### src/rtl/timer_setter_pkg.sv
// Shared widths, limits and wrap helpers for the remind-time fields.
// The display and reminder logic reuse these so the ranges live in one place.
package timer_setter_pkg;

    localparam int HOURS_W   = 5;
    localparam int MINUTES_W = 6;

    typedef logic [HOURS_W-1:0]   hours_t;
    typedef logic [MINUTES_W-1:0] minutes_t;

    localparam hours_t   HOURS_MAX   = 5'd23;
    localparam minutes_t MINUTES_MAX = 6'd59;

    // Next hour value, wrapping 23 -> 0.
    function automatic hours_t hours_inc(input hours_t h);
        return (h >= HOURS_MAX) ? '0 : h + 1'b1;
    endfunction

    // Next minute value, wrapping 59 -> 0 with no carry into hours.
    function automatic minutes_t minutes_inc(input minutes_t m);
        return (m >= MINUTES_MAX) ? '0 : m + 1'b1;
    endfunction

endpackage

### src/rtl/key_debounce.sv
// Push-button conditioning: 2-flop synchroniser, level debouncer and
// rising-edge detector.  Emits one single-cycle pulse per accepted press.
module key_debounce #(
    parameter int DEBOUNCE_CYCLES = 1000000
) (
    input  logic clk,
    input  logic reset,
    input  logic key_in,
    output logic pressed
);

    localparam int                CNT_W    = $clog2(DEBOUNCE_CYCLES + 1);
    localparam logic [CNT_W-1:0]  CNT_LAST = CNT_W'(DEBOUNCE_CYCLES);

    logic             sync1_q;
    logic             sync2_q;
    logic [CNT_W-1:0] cnt_q;
    logic [CNT_W-1:0] cnt_d;
    logic             level_q;
    logic             level_d;
    logic             level_prev_q;

    // Debounce next-state: count cycles where the synchronised key disagrees
    // with the accepted level; accept once the count has run the full
    // DEBOUNCE_CYCLES, so a clean press reaches the edge detector
    // DEBOUNCE_CYCLES+2 edges after the first raw high sample.
    always_comb begin
        // NOTE: every next-state signal gets a default first so no path leaves
        // it unassigned; otherwise synthesis infers a latch.
        cnt_d   = cnt_q;
        level_d = level_q;
        if (sync2_q == level_q) begin
            cnt_d = '0;
        end else if (cnt_q == CNT_LAST) begin
            level_d = sync2_q;
            cnt_d   = '0;
        end else begin
            cnt_d = cnt_q + 1'b1;
        end
    end

    // Synchroniser, counter, accepted level and its one-cycle-delayed copy.
    always_ff @(posedge clk) begin
        // NOTE: sequential state uses non-blocking assignments so every flop
        // samples the pre-edge values; blocking here would collapse the
        // synchroniser into a single stage.
        if (reset) begin
            sync1_q      <= 1'b0;
            sync2_q      <= 1'b0;
            cnt_q        <= '0;
            level_q      <= 1'b0;
            level_prev_q <= 1'b0;
        end else begin
            sync1_q      <= key_in;
            sync2_q      <= sync1_q;
            cnt_q        <= cnt_d;
            level_q      <= level_d;
            level_prev_q <= level_q;
        end
    end

    // Only the 0->1 transition of the accepted level counts; holding the key
    // keeps level_q high and produces no further pulses.
    assign pressed = level_q & ~level_prev_q;

endmodule

### src/rtl/timer_setter.sv
// Remind-time editor: each debounced press of increase_key advances the
// selected field (hours or minutes) while editing is enabled and shown.
module timer_setter
    import timer_setter_pkg::*;
#(
    parameter int DEBOUNCE_CYCLES = 1000000,
    parameter int RESET_HOURS     = 10,
    parameter int RESET_MINUTES   = 0
) (
    input  logic                 clk,
    input  logic                 reset,
    input  logic                 set_mode,
    input  logic                 set_select,
    input  logic                 increase_key,
    input  logic                 visible,
    output logic [HOURS_W-1:0]   hours,
    output logic [MINUTES_W-1:0] minutes
);

    localparam hours_t   HOURS_INIT   = hours_t'(RESET_HOURS);
    localparam minutes_t MINUTES_INIT = minutes_t'(RESET_MINUTES);

    logic     press_pulse;
    logic     edit_en;
    hours_t   hours_q;
    hours_t   hours_d;
    minutes_t minutes_q;
    minutes_t minutes_d;

    key_debounce #(
        .DEBOUNCE_CYCLES(DEBOUNCE_CYCLES)
    ) u_key_debounce (
        .clk    (clk),
        .reset  (reset),
        .key_in (increase_key),
        .pressed(press_pulse)
    );

    // A pulse arriving while editing is disabled or hidden is simply dropped.
    assign edit_en = press_pulse & set_mode & visible;

    // Increment the selected field with wrap; the other field holds.
    always_comb begin
        hours_d   = hours_q;
        minutes_d = minutes_q;
        if (edit_en) begin
            if (set_select) begin
                hours_d = hours_inc(hours_q);
            end else begin
                minutes_d = minutes_inc(minutes_q);
            end
        end
    end

    // Remind-time registers; reset wins over a same-edge press.
    always_ff @(posedge clk) begin
        if (reset) begin
            hours_q   <= HOURS_INIT;
            minutes_q <= MINUTES_INIT;
        end else begin
            hours_q   <= hours_d;
            minutes_q <= minutes_d;
        end
    end

    assign hours   = hours_q;
    assign minutes = minutes_q;

endmodule

### config.mk
export PLATFORM = sky130hd
export DESIGN_NAME = timer_setter
export DESIGN_NICKNAME = d
export VERILOG_FILES = /design/src/rtl/timer_setter_pkg.sv /design/src/rtl/key_debounce.sv /design/src/rtl/timer_setter.sv
export SDC_FILE = /design/constraint.sdc
export NUM_CORES = 1
export LEC_CHECK = 0
export ABC_AREA = 1
export CAP_MARGIN = 40
export CELL_PAD_IN_SITES_DETAIL_PLACEMENT = 1
export CELL_PAD_IN_SITES_GLOBAL_PLACEMENT = 1
export CORE_MARGIN = 1
export CORE_UTILIZATION = 36
export DETAILED_ROUTE_END_ITERATION = 10
export GPL_ROUTABILITY_DRIVEN = 0
export PLACE_DENSITY = 0.78
export SYNTH_ARGS = -nofsm -noshare
export SYNTH_HDL_FRONTEND = slang
export SYNTH_HIERARCHICAL = 1
export SYNTH_SLANG_ARGS = --single-unit
export TNS_END_PERCENT = 5
### constraint.sdc
create_clock -name clk -period 1.4 [get_ports clk]
set_clock_uncertainty 0.05 [all_clocks]
set_input_delay 0.28 -clock clk [delete_from_list [all_inputs] [get_ports clk]]
set_output_delay 0.28 -clock clk [all_outputs]
set_load 0.03 [all_outputs]
---- Word-level counts from Yosys, hierarchy flattened ----
Cells that the tools add are included.
word-level totals
  input bits .............................. 6
  word-level logic and storage cells ...... 26
  flip-flop bits (word level) ............. 35
  output and inout bits ................... 11
cells by class
  $lt $le $gt $ge ......................... 2
  mux-type cells .......................... 2
  equality and inequality tests ........... 2
  reductions and logical operators ........ 4
  bitwise operators ....................... 6
  add/sub/neg operators ................... 3
operator list
  kind                                                              count
  20-bit by 1-bit adder with 20-bit output (second input constant)  1
  20-bit == test (second input constant)                            1
  6-bit by 1-bit adder with 6-bit output (second input constant)    1
  6-bit greater-or-equal comparator (second input constant)         1
  6-bit two-way mux                                                 1
  2-bit AND reduction                                               3
  5-bit by 1-bit adder with 5-bit output (second input constant)    1
  5-bit greater-or-equal comparator (second input constant)         1
  5-bit two-way mux                                                 1
  1-bit AND                                                         3
  1-bit NOT                                                         3
  3-bit OR reduction                                                1
  1-bit == test                                                     1

---- Logic depth before layout (Yosys ltp) ----
Gate-level depths: netlist (run 1).
  word-level depth ........................ 5
  mapped depth ............................ 8
  gate-level depth less buffers ........... 8

---- Cells and area by module ----
Netlist (run 1), hierarchy kept.
by module, submodules not included
  module        area each (um^2)  cells each  times used  sequential area each (um^2)
  key_debounce  1,199.9           178         1           480.5
  timer_setter  563.0             79          1           220.2

---- Worst setup path after synthesis (run 1) ----
Ideal clock, no wire load.
  path type ............................... reg-to-reg
  start point ............................. register hours_q[0] (netlist: hours[0])
  end point ............................... register hours_q[2] (netlist: hours[2])
  path slack .............................. -31 ps
  period minus slack after synthesis ...... 1,431 ps
  data required time ...................... 1,231 ps
  path buffers ............................ 0
  library setup time ...................... 119 ps
  arrival ................................. 1,262 ps
  cell stages (with the launch flop) ...... 7
  path through ............................ dfxtp_1 > ha_1 > nand2_1 > nand2_1 > nand2_1 > o21ai_2 > nor2_1
between the ends
  word-level cells in the longest chain between the ends .. 2
  elaborated cells between the ends (all ways) .. 3
  classes of those cells .................. add/sub (1); order compare (1); mux (1)
ends and longest elaborated chain
  what                                                                                         line                    RTL
  from (decl)                                                                                  timer_setter.sv:25      hours_t hours_q;
  from (signal assigned)                                                                       timer_setter.sv:61      hours_q <= hours_d;
  5-bit by 1-bit adder with 5-bit output or 5-bit greater-or-equal comparator (tied branches)  timer_setter_pkg.sv:16  return (h >= HOURS_MAX) ? '0 : h + 1'b1;
  5-bit two-way mux (*)                                                                        timer_setter_pkg.sv:16
Mark *: on every way between the ends. The rest lies on a longest branch, timed or not.
A chain may end at the register's enable or synchronous reset.

---- Worst setup path in the final report (run 1) ----
  start point ............................. register u_key_debounce.cnt_q[0]
  end point ............................... register u_key_debounce.cnt_q[1]
between the ends
  word-level cells in the longest chain between the ends .. 2
  elaborated cells between the ends (all ways) .. 3
  classes of those cells .................. add/sub (1); eq/ne (1); reduce/logical (1)
ends and longest elaborated chain
  what                                                                                              line                RTL
  from (decl)                                                                                       key_debounce.sv:17  logic [CNT_W-1:0] cnt_q;
  from (signal assigned)                                                                            key_debounce.sv:56  cnt_q <= cnt_d;
  parallel branches: the longest is 2 deep, another holds 20-bit by 1-bit adder with 20-bit output  -
Several ways; the timed one is not identified.

==> results.md, run 1 <==
- The total clock buffers created by CTS is 5.
- The detailed-route wire length per cell is around 14 um.
- For the worst-skew pair, the clock arrives at the later sink with an insertion delay of a little under 0.3 ns.
- At the pin with the least slew margin, the transition time is 0.3105 ns.
- The min-delay analysis places its worst path in the category reg -> reg.
- The count of non-filler cells in the finished layout is between 300 and 400.
- The uppermost layer routed is met4.
- The first routing iteration left 69 violations.
- Setup violations remaining at the end of the flow were counted as 0.
- Of all cell types, the one taking the most synthesized area is sky130_fd_sc_hd__dfxtp_1.
- After the last flow step, the layout net total stands at roughly 310.
- The netlist area before placement is ~1800 sq um.
- The post-detailed-route DRC marker count is 0.
- The synthesized instance count is 257.
- For this run, the leading register cell type out of synthesis is sky130_fd_sc_hd__dfxtp_1.
- The clock tree synthesis step divided the H-tree into 2 levels.
- The initial utilization of the core area, before any placement, comes to 37.32%.
- The worst hold margin is ~0.36 ns.
- STA puts the critical path data required time at 1.54 ns.
- The fmax is approximately 0.74 GHz.
- The maximum number of pins on one net before global-route repair is 12.
- The die covers around 5200 sq um.
- Summing all non-filler instances in the final layout gives an area of around 2400 sq um.
- The detailed router put a total of 2422 um of wire on met1.
- Buffers inserted to repair hold after CTS numbered 0.
- Detailed placement ended at an HPWL of 3501 um.
- In this run the clock root is driven by a sky130_fd_sc_hd__clkbuf_8.
- The average footprint of a synthesized cell is about 6.9 sq um.
- Synthesis produced a netlist with a net count of 267.
- The width of the chip is between 70 and 80 um.
- For this run, asynchronously set or reset flops after synthesis account for 0%.
- Setup repair after global routing could not meet its margin everywhere.
- The fraction of the core area covered by cells at the end of the flow is between 50% and 60%.
- The number of fill cells is approximately 600.
- 17 I/O pins were placed.
- The total core area is around 4700 sq um.
- Measured against its own limit, the worst slew margin works out to 79.38%.
- The number of antenna violations at the first check in global routing came to 0.
- The total grt overflow is 0.
- From bottom edge to top edge, the die measures slightly above 70 um.
- The share of synthesized area occupied by flip-flops and latches is 39.74%.
- The worst-case vdd ir drop is 0.4581 mV.
- The power per standard cell area is slightly below 800 nW/um^2.
- In this run, placement finished with an instance count of 357.
- The area after detailed placement is about 2100 sq um.
- Row generation in the floorplan step produced 25 rows.
- For this run, the number of Yosys warnings is 6.
- The overall via count from detail_route is 1766.
- The number of synthesized flops with an enable pin is 0.
- In the global route stage, overall resource usage came out at between 20% and 30%.
- The routed wire length is 5123 um.
- The remaining antenna violation count is 0.
- The CTS tree is yes.
- Among all cell types in the netlist, the one instantiated most often is sky130_fd_sc_hd__nand2_1.
- In the final layout, the share of cells above drive strength 1 is 31.02%.
- Of the post-synthesis cell area, the dominant cell type holds between 30% and 40%.
- The count of buffers added on input and output ports is 16.
- Dividing the detail-routed via count by the number of cells gives approximately 4.8.
- The buffer levels on the longest clock path is 2.
- CTS saw 35 sinks.
- The analysis attributes to cell leakage a power of between 0.8 and 0.9 nW.
- The worst setup path is of the reg -> reg kind.
- The data arrival time of the worst path is between 1 and 1.5 ns.
- The count of state elements after synthesis is 35.
- The signed area change from the synthesized netlist to the final layout is 37.19%.
- The number of global-route vias before repair came to 1774.
- The critical path endpoint category is a flop.
- The met3 layer wire length in the routed design is roughly 100 um.
- The hold violation total from the final report is 0.
- Summed over all failing endpoints, the final setup total negative slack is 0 ns.
- The number of diodes added for antenna fixing is 0.
- The number of different library cells in the post-synthesis netlist is 27.
- The run finished with clean final reports.
- The first global-routing pass estimated 8107 um of wire.
- In the synthesized netlist, the cells that appear most often are 64 x sky130_fd_sc_hd__nand2_1, 46 x sky130_fd_sc_hd__nor2_1, 35 x sky130_fd_sc_hd__dfxtp_1.
- The sort of element at the start of the critical path is a flop.
- Yosys attributes the largest share of cell area to sky130_fd_sc_hd__dfxtp_1 40%, sky130_fd_sc_hd__nand2_1 14%, sky130_fd_sc_hd__nor2_1 9.8%.
- The minimum period implied by the final worst setup slack is ~1.4 ns.
- The sum of met2 wire segment lengths after detailed routing is about 2500 um.
- Clock-pin slew was measured on the worst setup and hold paths at around 0.070 ns.
- The final count of pins violating max slew is 0.
- The worst-path maximum fanout is 4.
- The tool flagged a number of max-cap violations equal to 0.
- The number of optimization iterations in the first detailed-route pass is 4.
- Dividing the final minimum period by the clock period gives between 90% and 100%.
==> area by class of cell <==
class,instances,area (sq um),share of cell area [%]
multi-input cells,187,1046,43.25
inverters,32,120.1,4.966
clock buffers,7,96.34,3.983
clock inverters,1,7.507,0.3104
flip-flops and latches,35,720.7,29.80
well taps,67,83.83,3.466
repair buffers,41,344.1,14.23
==> flip-flops by register name (all words and copies together), names as in the netlist <==
register and count:
u_key_debounce/sync2_q 1, minutes 6, u_key_debounce/level_prev_q 1, hours 5, u_key_debounce/sync1_q 1, u_key_debounce/level_q 1
u_key_debounce/cnt_q 20
==> logic make-up after synthesis <==
| family | after synthesis | share of synthesized area [%] |
|---|---|---|
| adder cells (fa/ha/maj) | 4 | 2.839 |
| XOR/XNOR | 6 | 2.981 |
| flip-flops | 35 | 39.74 |
| AND/OR/NAND/NOR | 153 | 39.03 |
| AO/OA/AOI/OAI | 24 | 7.594 |
| buffers and inverters | 35 | 7.807 |
==> through the flow <==
stage / setup WS (ns) / total power, mW
3_3_place_gp: -0.1576 / 1.068
5_1_grt: -0.02773 / 1.968
4_1_cts: -0.03478 / 1.916
2_1_floorplan: 0.03326 / 1.041
3_5_place_dp: -0.2145 / 1.070
6_report: 0.04481 / 1.899
==> worst paths after layout <==
path	startpoint	to	slack, ns	cells past startpoint
setup reg to reg	u_key_debounce/cnt_q[0]	u_key_debounce/cnt_q[1]	0.04	8
setup / recovery	u_key_debounce/cnt_q[0]	u_key_debounce/cnt_q[1]	0.04	8
hold / removal	u_key_debounce/sync1_q	u_key_debounce/sync2_q	0.36	2
hold reg to reg	u_key_debounce/sync1_q	u_key_debounce/sync2_q	0.36	2
==> metal layers <==
layer,vias up,track usage (%)
met5,-,0
met1,833,26.87
met2,17,32.81
met4,0,5.882
li1,908,-
met3,8,4.583
==> worst max-delay path, stage by stage, from the launching register on <==
cell	delay, ns
sky130_fd_sc_hd__dfxtp_4	0.36
sky130_fd_sc_hd__inv_2	0.07
sky130_fd_sc_hd__ha_4	0.12
sky130_fd_sc_hd__nand3_2	0.08
sky130_fd_sc_hd__nor2_4	0.14
sky130_fd_sc_hd__nand3_2	0.12
sky130_fd_sc_hd__nand2_4	0.13
sky130_fd_sc_hd__buf_4	0.14
sky130_fd_sc_hd__nor2_1	0.04
==> layout by cell type, fill, tap and decap left out, types with 2 or more instances in the layout <==
cell,count
sky130_fd_sc_hd__clkbuf_8,7
sky130_fd_sc_hd__dfxtp_1,23
sky130_fd_sc_hd__dfxtp_2,10
sky130_fd_sc_hd__nand3_1,16
sky130_fd_sc_hd__inv_1,28
sky130_fd_sc_hd__nor2_1,33
sky130_fd_sc_hd__ha_4,2
sky130_fd_sc_hd__clkdlybuf4s50_1,5
sky130_fd_sc_hd__a21oi_1,14
sky130_fd_sc_hd__or2_2,2
sky130_fd_sc_hd__nand4_1,10
sky130_fd_sc_hd__nor2_2,12
sky130_fd_sc_hd__a21oi_2,5
sky130_fd_sc_hd__xor2_1,2
sky130_fd_sc_hd__inv_2,4
sky130_fd_sc_hd__buf_6,4
sky130_fd_sc_hd__nand2_2,3
sky130_fd_sc_hd__xnor2_1,4
sky130_fd_sc_hd__dfxtp_4,2
sky130_fd_sc_hd__nor2_4,4
sky130_fd_sc_hd__o21ai_1,2
sky130_fd_sc_hd__dlygate4sd2_1,2
sky130_fd_sc_hd__buf_4,26
sky130_fd_sc_hd__ha_1,2
sky130_fd_sc_hd__nand2_1,60
sky130_fd_sc_hd__nand3_2,5
sky130_fd_sc_hd__clkdlybuf4s15_1,2
==> timing repair <==
action,CTS,global route
gates resized for setup,9,59
pin swaps,1,10
buffers inserted,0,3
cloned,0,2
endpoints found under the setup margin,17,34
==> report_power, final <==
| part | leakage [nW] | internal, mW | switching, mW |
|---|---|---|---|
| registers | 0.288 | 0.995 | 0.00269 |
| logic | 0.494 | 0.0269 | 0.0285 |
| clock network | 0.0505 | 0.448 | 0.398 |
| total | 0.833 | 1.47 | 0.429 |
Note: power is estimated with default switching activity, not from simulation.
==> run 2: changes to the inputs <==
- CORE_MARGIN: 1 -> unset
==> results of run 2 <==
Same layout as run 1: the final DEF is identical, and so are final timing and power.
